### src/rtl/uart_rx.sv
// ----------------------------------------------------------------------------
// uart_rx -- 8N1 serial receiver
//
// Recovers frames of one start bit (0), DATA_BITS data bits sent LSB first and
// one stop bit (1) from an asynchronous serial line. The line is brought into
// the clk domain through a two-flop synchronizer. A single baud counter times
// the half-bit point of the start bit and then one full bit period for each
// following bit, so every bit is sampled near its centre.
//
// Ports:
//   clk        in   system clock, rising edge
//   rst        in   asynchronous active-high reset
//   rxd        in   serial input, asynchronous to clk, idle high
//   data_i     out  last correctly received byte (output despite its name)
//   rx_done    out  one-cycle pulse: data_i was updated this cycle
//   frame_err  out  one-cycle pulse: stop bit was sampled as 0
//   busy       out  high whenever the receiver is not idle
// ----------------------------------------------------------------------------
module uart_rx #(
   parameter int unsigned CLKS_PER_BIT = 16,
   parameter int unsigned DATA_BITS    = 8
) (
   input  logic                 clk,
   input  logic                 rst,
   input  logic                 rxd,
   output logic [DATA_BITS-1:0] data_i,
   output logic                 rx_done,
   output logic                 frame_err,
   output logic                 busy
);

   localparam int unsigned CW = (CLKS_PER_BIT > 1) ? $clog2(CLKS_PER_BIT) : 1;
   localparam int unsigned IW = (DATA_BITS > 1) ? $clog2(DATA_BITS) : 1;

   // Start bit is sampled at its half-bit point; from there a full bit period
   // lands every later sample on the centre of its bit.
   localparam logic [CW-1:0] HALF_LAST = CW'(CLKS_PER_BIT / 2 - 1);
   localparam logic [CW-1:0] FULL_LAST = CW'(CLKS_PER_BIT - 1);
   localparam logic [IW-1:0] LAST_BIT  = IW'(DATA_BITS - 1);

   localparam logic [2:0] S_IDLE      = 3'd0;
   localparam logic [2:0] S_START     = 3'd1;
   localparam logic [2:0] S_DATA      = 3'd2;
   localparam logic [2:0] S_STOP      = 3'd3;
   localparam logic [2:0] S_WAIT_HIGH = 3'd4;

   // Input path: two synchronizer flops plus one history flop for edge detect.
   logic sync1_q;
   logic rxd_s_q;
   logic rxd_d_q;

   logic [2:0]           state_q, state_d;
   logic [CW-1:0]        cnt_q,   cnt_d;
   logic [IW-1:0]        idx_q,   idx_d;
   logic [DATA_BITS-1:0] shift_q, shift_d;
   logic [DATA_BITS-1:0] data_q,  data_d;
   logic                 done_q,  done_d;
   logic                 ferr_q,  ferr_d;

   logic fall_edge;

   always_ff @(posedge clk or posedge rst) begin
      if (rst) begin
         sync1_q <= 1'b1;
         rxd_s_q <= 1'b1;
         rxd_d_q <= 1'b1;
      end else begin
         sync1_q <= rxd;
         rxd_s_q <= sync1_q;
         rxd_d_q <= rxd_s_q;
      end
   end

   // Only a genuine 1->0 transition starts a frame; a line that is simply
   // sitting low (break, or after a framing error) never does.
   assign fall_edge = rxd_d_q & ~rxd_s_q;

   always_comb begin
      state_d = state_q;
      cnt_d   = cnt_q + 1'b1;
      idx_d   = idx_q;
      shift_d = shift_q;
      data_d  = data_q;
      done_d  = 1'b0;
      ferr_d  = 1'b0;

      case (state_q)
         S_IDLE: begin
            cnt_d = '0;
            if (fall_edge) begin
               state_d = S_START;
            end
         end

         S_START: begin
            if (cnt_q == HALF_LAST) begin
               cnt_d = '0;
               if (!rxd_s_q) begin
                  state_d = S_DATA;
                  idx_d   = '0;
               end else begin
                  // Line went back high before mid-start: treat as a glitch.
                  state_d = S_IDLE;
               end
            end
         end

         S_DATA: begin
            if (cnt_q == FULL_LAST) begin
               cnt_d   = '0;
               // LSB arrives first, so shifting right leaves bit 0 at the LSB.
               shift_d = {rxd_s_q, shift_q[DATA_BITS-1:1]};
               idx_d   = idx_q + 1'b1;
               if (idx_q == LAST_BIT) begin
                  state_d = S_STOP;
               end
            end
         end

         S_STOP: begin
            if (cnt_q == FULL_LAST) begin
               cnt_d = '0;
               if (rxd_s_q) begin
                  data_d  = shift_q;
                  done_d  = 1'b1;
                  // Returning to idle at mid-stop lets the next start edge be
                  // caught even with no idle bits between frames.
                  state_d = S_IDLE;
               end else begin
                  ferr_d  = 1'b1;
                  state_d = S_WAIT_HIGH;
               end
            end
         end

         S_WAIT_HIGH: begin
            cnt_d = '0;
            if (rxd_s_q) begin
               state_d = S_IDLE;
            end
         end

         default: begin
            cnt_d   = '0;
            state_d = S_IDLE;
         end
      endcase
   end

   always_ff @(posedge clk or posedge rst) begin
      if (rst) begin
         state_q <= S_IDLE;
         cnt_q   <= '0;
         idx_q   <= '0;
         shift_q <= '0;
         data_q  <= '0;
         done_q  <= 1'b0;
         ferr_q  <= 1'b0;
      end else begin
         state_q <= state_d;
         cnt_q   <= cnt_d;
         idx_q   <= idx_d;
         shift_q <= shift_d;
         data_q  <= data_d;
         done_q  <= done_d;
         ferr_q  <= ferr_d;
      end
   end

   assign data_i    = data_q;
   assign rx_done   = done_q;
   assign frame_err = ferr_q;
   assign busy      = (state_q != S_IDLE);

endmodule

### config.mk
export PLATFORM = sky130hd
export DESIGN_NAME = uart_rx
export DESIGN_NICKNAME = d
export VERILOG_FILES = /design/src/rtl/uart_rx.sv
export SDC_FILE = /design/constraint.sdc
export NUM_CORES = 1
export LEC_CHECK = 0
export BUFFER_PORTS_ARGS = -buffer_cell sky130_fd_sc_hd__buf_2
export CAP_MARGIN = 20
export CORE_MARGIN = 4
export CORE_UTILIZATION = 30
export DETAILED_ROUTE_END_ITERATION = 12
export GPL_ROUTABILITY_DRIVEN = 0
export HOLD_SLACK_MARGIN = 0.03
export PLACE_DENSITY = 0.47
export REMOVE_ABC_BUFFERS = 1
export SLEW_MARGIN = 40
export SYNTH_ARGS = -nofsm -noshare
export SYNTH_HDL_FRONTEND = slang
export SYNTH_SLANG_ARGS = --single-unit
### constraint.sdc
create_clock -name clk -period 1.6 [get_ports clk]
set_input_delay 0.08 -clock clk [delete_from_list [all_inputs] [get_ports clk]]
set_output_delay 0.08 -clock clk [all_outputs]
set_load 0.03 [all_outputs]
### Word-level counts from Yosys, hierarchy flattened

Cells that the tools add are included.

* input port bits: 3
* output and inout port bits: 11
* register bits: 31
* word-level logic and storage cells: 58

* bitwise gates (word level): 2
* equality and inequality tests: 14
* multiplexer cells: 22
* add/subtract/negate cells: 2
* reductions and logical operators: 8

Operators by type and width (count)
* 3-bit two-way mux: 10
* 3-bit case mux with 5 select lines: 1
* 2-bit != test (second input constant): 7
* 4-bit two-way mux: 2
* 4-bit case mux with 2 select lines: 1
* 3-bit by 2-bit equality test with 1-bit output (second input constant): 2
* 3-bit equality test (second input constant): 2
* 1-bit two-way mux: 6
* 3-bit case mux with 2 select lines: 1
* 6-bit AND reduction: 1
* 4-bit by 1-bit adder with 4-bit output (second input constant): 1
* 4-bit by 3-bit equality test with 1-bit output (second input constant): 1
* 4-bit equality test (second input constant): 1
* 4-bit AND reduction: 1
* 3-bit by 1-bit adder with 3-bit output (second input constant): 1
* 3-bit by 1-bit equality test with 1-bit output (second input constant): 1
* 3-bit logical NOT: 1
* 3-bit AND reduction: 1
* 3-bit nonzero test: 1
* 2-bit two-way mux: 1
* 2-bit AND reduction: 1
* 2-bit nonzero test: 1
* 2-bit OR reduction: 1
* 1-bit AND: 1
* 1-bit inverter: 1

### Depth between registers and ports, before layout

Gate-level depths: netlist of run 1.

* depth in word-level cells: 4
* gate-level depth with buffers: 6
* depth with buffers taken out: 6

### Worst setup path before layout of run 1

OpenSTA, ideal clock, no wires.

* path type: register -> register
* start point: reg cnt_q[0]
* end point: reg shift_q[0]
* data arrival time: 1461 ps
* setup time: 125 ps
* period minus slack after synthesis: 1586 ps
* setup slack: 14 ps
* cell stages (with the launch flop): 7
* data required time: 1475 ps
* cells stage by stage: dfrtp_1 > ha_1 > and3_1 > nand2_2 > nor2_1 > buf_4 > mux2_2

* longest elaborated chain between the ends: 2

RTL lines
* start: declaration: line 53 `logic [CW-1:0] cnt_q, cnt_d;`
* start signal: assignment: line 161 `cnt_q <= cnt_d;`
* 4-bit equality test: line 109 `if (cnt_q == FULL_LAST) begin`
* 2-bit AND reduction (no line)
* end signal: assignment: line 163 `shift_q <= shift_d;`
* end: declaration: line 55 `logic [DATA_BITS-1:0] shift_q, shift_d;`

Every way passes these cells.
A chain may end at the register's enable or synchronous reset.

### Worst setup path in the final report of run 1

* start point: reg cnt_q[1]
* end point: reg data_q[0] (netlist: data_i[0])

* longest elaborated chain between the ends: 2

RTL lines
* 4-bit equality test: line 121 `if (cnt_q == FULL_LAST) begin`
* 3-bit AND reduction (no line)
* end signal: assignment: line 164 `data_q <= data_d;`
* end: declaration: line 56 `logic [DATA_BITS-1:0] data_q, data_d;`

Every way passes these cells.

==> impl_metrics.toml, run 1 <==
[timing]
period_share_pct = 96.3
fin_ws_ps = 59.4
finalSetupTns_ps = 0
skew_ps = 5.58
period_needed_ps = 1540
rsz0062_at_grt = "yes"
finalHoldViolations = 0
worst_pin_slew_ps = 393
slew_viol_final = 0
setup_viol = 0
fmax_mhz = 649
max_slew_margin_pct = 73.8

[routing]
drtAntennaViolNets = 0
wire_per_inst_um = 13.5
dr.pass1.iters = 4
first_iter_violations = 57
via_count = 894
drc = 0
drt-total-wl_um = 2510
vias_per_cell = 4.81

[worst_setup_path]
crit_slowest_cell = "mux2_2"
slowest_delay_ps = 370
path_buf_inv = 0
reg2regPathDepth = 5
cp_cell_sequence = "ha_1 > and3_4 > nand2_2 > nor2_4 > mux2_2"
reg2reg_from = "cnt_q[1]"
critPathKind = "reg2reg"
crit_family = "simple AND/OR/NAND/NOR gates"
endpoint = "data_i[0]"
critical_path.startpoint = "cnt_q[1]"
rrSetupSlack_ps = 60
start_kind = "register"
critPathRequiredTime_ps = 1770
worst-path-stages = 5
cp_data_arrival_time_ps = 1710
endpoint_kind = "register"
path_max_fanout = 9
reg2reg_to = "data_i[0]"

[cts]
clockBufferDepth = 2
numCtsBuffers = 5
htreeDepth = 2
post_cts_buffers = 0
clock_latency_ps = 280
cts_tree = "yes"
clk_pin_slew_ps = 60
cts_root_buf = "clkbuf_8"
clock-sinks = 31

[cells_and_area]
final_cell_mix = "28 x dfrtp_1, 16 x mux2_2, 13 x buf_4, 13 x buf_2, 6 x clkbuf_8"
final_nets = 140
final_area_sq_mm = 0.00168
fillers = 422
fin_cells = 186
final_common_cell = "dfrtp_1"
multi_input_area_sq_um = 539
antenna_cells = 0
area_delta_synth_final_pct = 23.4
seqCellArea_sq_um = 779
drive_above_1_share_pct = 47.0

[power_and_ir_drop]
p_per_area_mw_per_mm2 = 1230
p_sw_share_pct = 28.8
switching_power_uw = 592
p_int_mw = 1.47
peakVddDrop_mv = 0.502
finalPower_mw = 2.06
clkPwrFrac_pct = 29.8
power_frac_seq_pct = 44.9
p_comb_share_pct = 25.3
p_leak_nw = 0.828

[logic_synthesis]
syn_area_sq_mm = 0.00136
yosys_most_used_dff = "dfrtp_1"
async_flop_share_pct = 100
ys_seq_area_share_pct = 57.4
yosysTopAreaCell = "dfrtp_1"
syn_area_per_cell_sq_um = 13.1
netlist.area_leader.share_pct = 51.6
ys_ff_latch = 31
yosys-top-cells-area = "dfrtp_1 52%, mux2_2 13%, dfstp_2 5.8%"
synthCells = 104
synth_enable_flop_cells = 0
synth_cell_types = 38
yosysWarnings = 0

[place]
dp_slack_ps = 5.52
placedCellCount = 176
numPortBuffers = 13
placed_cell_area_sq_mm = 0.00155
place_hpwl_um = 1710

[floorplan]
core_sq_mm = 0.00438
die_y_um = 75.3
die-area_sq_mm = 0.00567
row_count = 24
die_w_um = 75.3
start_util_pct = 31.0
io_pins = 14

[global_route]
antenna_found_initial = 0
grt_pass1_wl_um = 4150
grt_start_max_net_pins = 32
grt_use_total_pct = 9.85
grt_remaining_overflow = 0
grt_pass1_vias = 905

[hold_path]
hold_class = "reg2reg"

[flow_run]
cap_violations = 0

[outcome]
status = "finished clean"
==> final cells by class <==
type / count / share of cell area [%]
sequential: 31 / 46.5
clock inverter: 1 / 0.299
clock buffer: 6 / 4.93
inverter: 3 / 0.672
tap: 52 / 3.88
timing repair buffer: 29 / 11.6
multi-input combinational: 64 / 32.2
==> through the flow <==
step / hold WS (ps) / util (%)
global placement: 174 / 35.2
floorplan: 84.5 / -
detailed placement: 183 / 35.2
finish: 355 / 38.2
CTS: 356 / 37.8
global route: 361 / 38.2
==> kinds of logic after synthesis <==
group	share of synthesized area (%)
AO/OA/AOI/OAI	7.09
buffers and inverters	3.87
AND/OR/NAND/NOR	13.3
flip-flops	57.4
XOR/XNOR	1.29
multiplexers	14.4
adder cells (fa/ha/maj)	2.76
==> worst min path at each step <==
| stage | from | endpoint | cells past startpoint |
|---|---|---|---|
| after floorplan | rxd | sync1_q | 0 |
| after CTS | sync1_q | rxd_s_q | 0 |
| after detailed placement | rst | shift_q[2] | 3 |
| after global placement | rst | shift_q[2] | 3 |
| after global routing | sync1_q | rxd_s_q | 0 |
| final | sync1_q | rxd_s_q | 0 |
==> repair_timing <==
| item | 4_1_cts | 5_1_grt |
|---|---|---|
| hold buffers | 2 | 0 |
| pin swaps | 0 | 1 |
| hold endpoints to repair | 29 | 0 |
| setup endpoints to repair | 8 | 16 |
| gates cloned | 0 | 1 |
| gates resized for setup | 1 | 4 |
==> registers in the layout (all words and copies together) (netlist names) <==
register   flops
data_i         8
shift_q        8
cnt_q          4
idx_q          3
state_q        3
frame_err      1
rx_done        1
rxd_d_q        1
rxd_s_q        1
sync1_q        1
==> cells in the mapped netlist (all sizes together) (3+ instances only) <==
master,n
dfrtp,28
mux2,17
nand2,6
nor2,5
a22o,3
buf,3
clkbuf,3
dfstp,3
ha,3
inv,3
or3,3
==> power groups by stage <==
stage | Combinational (mW) | Clock, mW | Sequential [mW]
floorplan | 0.285 | 0 | 0.948
CTS | 0.526 | 0.632 | 0.916
detailed placement | 0.517 | 0 | 0.930
global placement | 0.512 | 0 | 0.927
global route | 0.586 | 0.664 | 0.929
finish | 0.520 | 0.613 | 0.924
==> routing by layer <==
layer,global-route usage [%],share of wire (%),vias up
li1,-,-,424
met4,6.99,2.8,0
met5,0,0,-
met2,14.3,46,20
met1,12.5,47,443
met3,2.90,4.7,7
No activity file was read; power rests on OpenSTA's default activity.
==> run 2, diff against run 1 <==
--- a/config.mk
+++ b/config.mk
@@ -8,11 +8,11 @@
 export BUFFER_PORTS_ARGS = -buffer_cell sky130_fd_sc_hd__buf_2
 export CAP_MARGIN = 20
 export CORE_MARGIN = 4
-export CORE_UTILIZATION = 30
+export CORE_UTILIZATION = 51
 export DETAILED_ROUTE_END_ITERATION = 12
 export GPL_ROUTABILITY_DRIVEN = 0
 export HOLD_SLACK_MARGIN = 0.03
-export PLACE_DENSITY = 0.47
+export PLACE_DENSITY = 0.72
 export REMOVE_ABC_BUFFERS = 1
 export SLEW_MARGIN = 40
 export SYNTH_ARGS = -nofsm -noshare
==> run 2 against run 1 <==
Wire length is 3.2% lower; hold slack worse by 1.1 ps; clock-buffer cell count is 1 higher; utilization is 27 points higher; largest cell class unchanged; die area is 37% lower; combinational power is 7.9% lower; first-iteration DRC count is 60% lower.
==> impl_metrics.toml, run 2 (synthesized netlist as in run 1, its figures left out) <==
[outcome]
status = "finished clean"

[cells_and_area]
area_delta_synth_final_pct = 19.2
drive_above_1_share_pct = 47.7
antenna_cells = 0
final_common_cell = "dfrtp_1"
final_nets = 137
fin_util_pct = 64.8
fin_cells = 162
final_cell_mix = "28 x dfrtp_1, 16 x mux2_2, 13 x buf_2, 9 x buf_4, 5 x clkbuf_4"
fillers = 199

[routing]
drc = 0
wire_per_inst_um = 15.0
drt-total-wl_um = 2430
first_iter_violations = 23
dr.pass1.iters = 4
vias_per_cell = 5.37
via_count = 870
drtAntennaViolNets = 0

[place]
placedCellCount = 149
numPortBuffers = 13
place_hpwl_um = 1500
dp_slack_ps = 4.68

[cts]
clk_pin_slew_ps = 100
clockBufferDepth = 2
htreeDepth = 2
cts_tree = "yes"
numCtsBuffers = 5
clock-sinks = 31
clock_latency_ps = 340
cts_root_buf = "clkbuf_4"

[global_route]
grt_start_max_net_pins = 32
grt_pass1_wl_um = 3880
antenna_found_initial = 0
grt_pass1_vias = 835
grt_use_total_pct = 15.4
grt_remaining_overflow = 0

[floorplan]
core_sq_mm = 0.00250
row_count = 18
die_w_um = 59.6
die-area_sq_mm = 0.00355
start_util_pct = 54.4
die_y_um = 59.6
io_pins = 14

[timing]
setup_viol = 0
timing.hold.ws_ps = 354
period_share_pct = 98.1
finalSetupTns_ps = 0
period_needed_ps = 1570
fin_ws_ps = 29.9
slew_viol_final = 0
rsz0062_at_grt = "yes"
max_slew_margin_pct = 75.0
skew_ps = 13.3
finalHoldViolations = 0
fmax_mhz = 637
worst_pin_slew_ps = 375

[power_and_ir_drop]
p_leak_nw = 0.815
p_per_area_mw_per_mm2 = 1190
peakVddDrop_mv = 0.901

[hold_path]
hold_class = "in2async"

[worst_setup_path]
cp_data_arrival_time_ps = 1800
endpoint_kind = "register"
path_max_fanout = 5
critPathRequiredTime_ps = 1830
start_kind = "register"
critPathKind = "reg2reg"

[flow_run]
cap_violations = 0
run 2: cell types whose count changed in the layout (fill, tap and decap cells not counted):
cell and change:
ha_2 +1, clkbuf_8 -4, nand2_1 -1, ha_1 -1, nand2_4 +1, clkinv_2 -1
clkinvlp_4 +1, buf_4 -4, clkbuf_4 +5, nor2_2 +1
run 2: cell type report:
type	count	area [sq um]	share of cell area, %
repair buffers	25	164	10.1
multi-input cells	65	556	34.3
clock buffers	7	65.1	4.02
clock inverters	1	7.51	0.463
well taps	30	37.5	2.32
flip-flops and latches	31	779	48.1
inverters	3	11.3	0.695
run 2: layer usage:
| layer | part of all wire, % | wire length, um | global-route usage (%) |
|---|---|---|---|
| met5 | 0 | 0 | 0 |
| met4 | 2.1 | 52 | 7.59 |
| met3 | 4.9 | 118 | 7.19 |
| met2 | 47 | 1140 | 21.4 |
| met1 | 46 | 1120 | 20.2 |
run 2: repair_timing:
action                                  CTS  global route
hold endpoints to repair                 29             0
hold buffers                              2             0
gates resized for setup                   0             9
buffers inserted                          0             1
endpoints found under the setup margin    0            18
run 2: final timing paths:
kind / from / endpoint / slack, ps / cells past startpoint
worst max-delay path: cnt_q[3] / idx_q[0] / 30 / 4
worst max register to register: cnt_q[3] / idx_q[0] / 30 / 4
worst min-delay path: rst / data_i[6] / 350 / 4
max in group asynchronous: rst / rxd_s_q / 920 / 4
min in group clk: sync1_q / rxd_s_q / 360 / 0
worst min register to register: sync1_q / rxd_s_q / 360 / 0
run 2: critical path, stage by stage (launching register included):
cell and delay, ps:
dfrtp_1 470, nor4b_2 300, a31oi_1 80, or3_4 360, mux2_4 260
run 2: through the flow:
stage / cell area, sq um / total power [mW]
floorplan: 1320 / 1.23
global placement: 1480 / 1.37
detailed placement: 1480 / 1.38
CTS: 1570 / 1.92
global route: 1620 / 2.07
finish: 1620 / 1.93
run 2: power breakdown:
part | switching [mW] | internal [mW] | total (mW) | leakage [nW]
logic | 0.244 | 0.235 | 0.479 | 0.363
clock network | 0.275 | 0.257 | 0.531 | 0.0375
registers | 0.0701 | 0.852 | 0.923 | 0.415
==> run 3, diff against run 2 <==
--- a/config.mk
+++ b/config.mk
@@ -5,6 +5,7 @@
 export SDC_FILE = /design/constraint.sdc
 export NUM_CORES = 1
 export LEC_CHECK = 0
+export ABC_AREA = 1
 export BUFFER_PORTS_ARGS = -buffer_cell sky130_fd_sc_hd__buf_2
 export CAP_MARGIN = 20
 export CORE_MARGIN = 4
==> run 3 against run 2 <==
Register-to-register slack gained 150 ps; clock skew grew 1.0 ps; combinational power grew 4.4%; setup slack gained 150 ps; utilization shrank 3.7 points; global-route usage grew 1.2 points; cell count grew 20%; critical endpoint is now state_q[1]; largest cell class unchanged; largest power group unchanged.
==> impl_metrics.toml, run 3 <==
[floorplan]
start_util_pct = 54.8
die_y_um = 60.3
row_count = 18
die-area_sq_mm = 0.00363
io_pins = 14
die_w_um = 60.3
core_sq_mm = 0.00254

[worst_setup_path]
reg2reg_from = "cnt_q[0]"
critPathRequiredTime_ps = 1820
reg2regPathDepth = 8
critPathKind = "reg2reg"
endpoint = "state_q[1]"
critical_path.startpoint = "cnt_q[0]"
reg2reg_to = "state_q[1]"
cp_data_arrival_time_ps = 1630
endpoint_kind = "register"
start_kind = "register"
rrSetupSlack_ps = 180
path_max_fanout = 4

[global_route]
grt_pass1_vias = 1007
grt_pass1_wl_um = 4340
grt_use_total_pct = 16.6
antenna_found_initial = 0
grt_remaining_overflow = 0
grt_start_max_net_pins = 32

[timing]
slew_viol_final = 0
period_share_pct = 88.5
rsz0062_at_grt = "no"
finalHoldViolations = 0
max_slew_margin_pct = 73.9
worst_pin_slew_ps = 391
fmax_mhz = 706
skew_ps = 14.3
period_needed_ps = 1420
setup_viol = 0
fin_ws_ps = 184
finalSetupTns_ps = 0

[logic_synthesis]
yosysTopAreaCell = "dfrtp_1"
syn_area_per_cell_sq_um = 9.82
yosys_most_used_dff = "dfrtp_1"
syn_area_sq_mm = 0.00139
netlist.area_leader.share_pct = 50.3
yosysWarnings = 0
async_flop_share_pct = 100
synthCells = 142
synth_cell_types = 21
yosysMostFrequentCell = "nand2_1"
ys_top_cells_by_count = "38 x nand2_1, 28 x dfrtp_1, 15 x o21ai_2"
ys_ff_latch = 31
synth_enable_flop_cells = 0
yosys-top-cells-area = "dfrtp_1 50%, nand2_1 10%, o21ai_2 9.4%"
ys_seq_area_share_pct = 55.9

[power_and_ir_drop]
p_sw_share_pct = 36.1
p_per_area_mw_per_mm2 = 1200
clkPwrFrac_pct = 23.3
power_frac_seq_pct = 49.9
peakVddDrop_mv = 0.842
p_int_mw = 1.19
p_comb_share_pct = 26.7
p_leak_nw = 0.819
switching_power_uw = 676

[place]
numPortBuffers = 13
dp_slack_ps = 215
place_hpwl_um = 1630

[cells_and_area]
final_nets = 169
antenna_cells = 0
final_common_cell = "nand2_1"
drive_above_1_share_pct = 32.9
area_delta_synth_final_pct = 11.6
final_cell_mix = "38 x nand2_1, 28 x dfrtp_1, 15 x o21ai_2, 14 x inv_1, 13 x buf_2"

[routing]
first_iter_violations = 38
dr.pass1.iters = 4
drt-total-wl_um = 2300
wire_per_inst_um = 11.8
via_count = 973
drtAntennaViolNets = 0
vias_per_cell = 5.02
drc = 0

[cts]
cts_root_buf = "clkbuf_4"
post_cts_buffers = 0
clk_pin_slew_ps = 100
clock-sinks = 31
cts_tree = "yes"
clock_latency_ps = 330
clockBufferDepth = 2
htreeDepth = 2
numCtsBuffers = 5

[hold_path]
hold_class = "in2async"

[outcome]
status = "finished clean"

[flow_run]
cap_violations = 0
[run 3: cell types whose count changed in the layout (fill, tap and decap cells not counted), sizes merged, moves of 7 or more]
cell / before / now
mux2: 17 / 0
nand2: 6 / 43
buf: 23 / 14
inv: 3 / 18
nor2: 6 / 14
o21ai: 1 / 17
nand3: 2 / 9
[run 3: what timing repair did]
| action | 4_1_cts | 5_1_grt |
|---|---|---|
| hold buffers | 2 | 0 |
| endpoints found under the hold margin | 29 | 0 |
| resized for setup | 0 | 0 |
[run 3: per-stage QoR]
stage / total power [mW] / util, % / hold slack, ps / cells / cell area, sq um
6_report: 1.87 / 61.1 / 358 / 194 / 1560
5_1_grt: 2.03 / 61.1 / 356 / 194 / 1560
3_3_place_gp: 1.43 / 58.2 / 167 / 184 / 1480
3_5_place_dp: 1.45 / 58.2 / 177 / 184 / 1480
2_1_floorplan: 1.34 / - / 84.5 / 140 / 1370
4_1_cts: 1.90 / 61.1 / 354 / 194 / 1560
[run 3: how the worst min path moves through the flow]
stage / start / to / slack, ps / cells after the start
after floorplan: rxd / sync1_q / 80 / 0
after global placement: rst / data_i[1] / 170 / 3
after detailed placement: rst / data_i[1] / 180 / 3
after CTS: sync1_q / rxd_s_q / 350 / 0
after global routing: sync1_q / rxd_s_q / 360 / 0
final: rst / data_i[1] / 360 / 4
[run 3: critical path, cell delays in order (launching register included)]
cell and delay, ps:
dfrtp_1 390, ha_1 210, nand3_2 120, nand2_1 90, nand2_1 50, nor2_1 210
nand2_1 100, nand2_1 80, nand2_1 50
[run 3: power by group through the flow]
| stage | clock (mW) | combinational [mW] | sequential, mW |
|---|---|---|---|
| 6_report | 0.437 | 0.500 | 0.934 |
| 4_1_cts | 0.459 | 0.507 | 0.934 |
| 3_3_place_gp | 0 | 0.481 | 0.948 |
| 3_5_place_dp | 0 | 0.496 | 0.949 |
| 5_1_grt | 0.502 | 0.585 | 0.947 |
| 2_1_floorplan | 0 | 0.407 | 0.932 |
[run 3: per-layer routing]
layer	vias to the layer above	part of all wire, %	wire (um)	global-route usage, %
li1	487	-	-	-
met1	458	44	1020	19.1
met2	26	49	1120	27.2
met3	2	6.0	137	7.56
met4	0	0.57	13	5.70
met5	-	0	0	0
[run 3: layout make-up]
type / instances / area, sq um
inverter: 18 / 67.6
fill: 212 / 990
tap: 30 / 37.5
clock buffer: 6 / 41.3
timing repair buffer: 16 / 92.6
sequential: 31 / 779
multi-input combinational: 91 / 524
clock inverter: 2 / 12.5
[run 3: logic make-up (layout without fill, tap and decap cells)]
group | after synthesis | count (layout) | share of synthesized area [%]
AO/OA/AOI/OAI | 18 | 18 | 10.5
adder cells (fa/ha/maj) | 3 | 3 | 2.69
buffers and inverters | 20 | 42 | 6.46
XOR/XNOR | 1 | 1 | 0.628
flip-flops | 31 | 31 | 55.9
AND/OR/NAND/NOR | 69 | 69 | 23.8
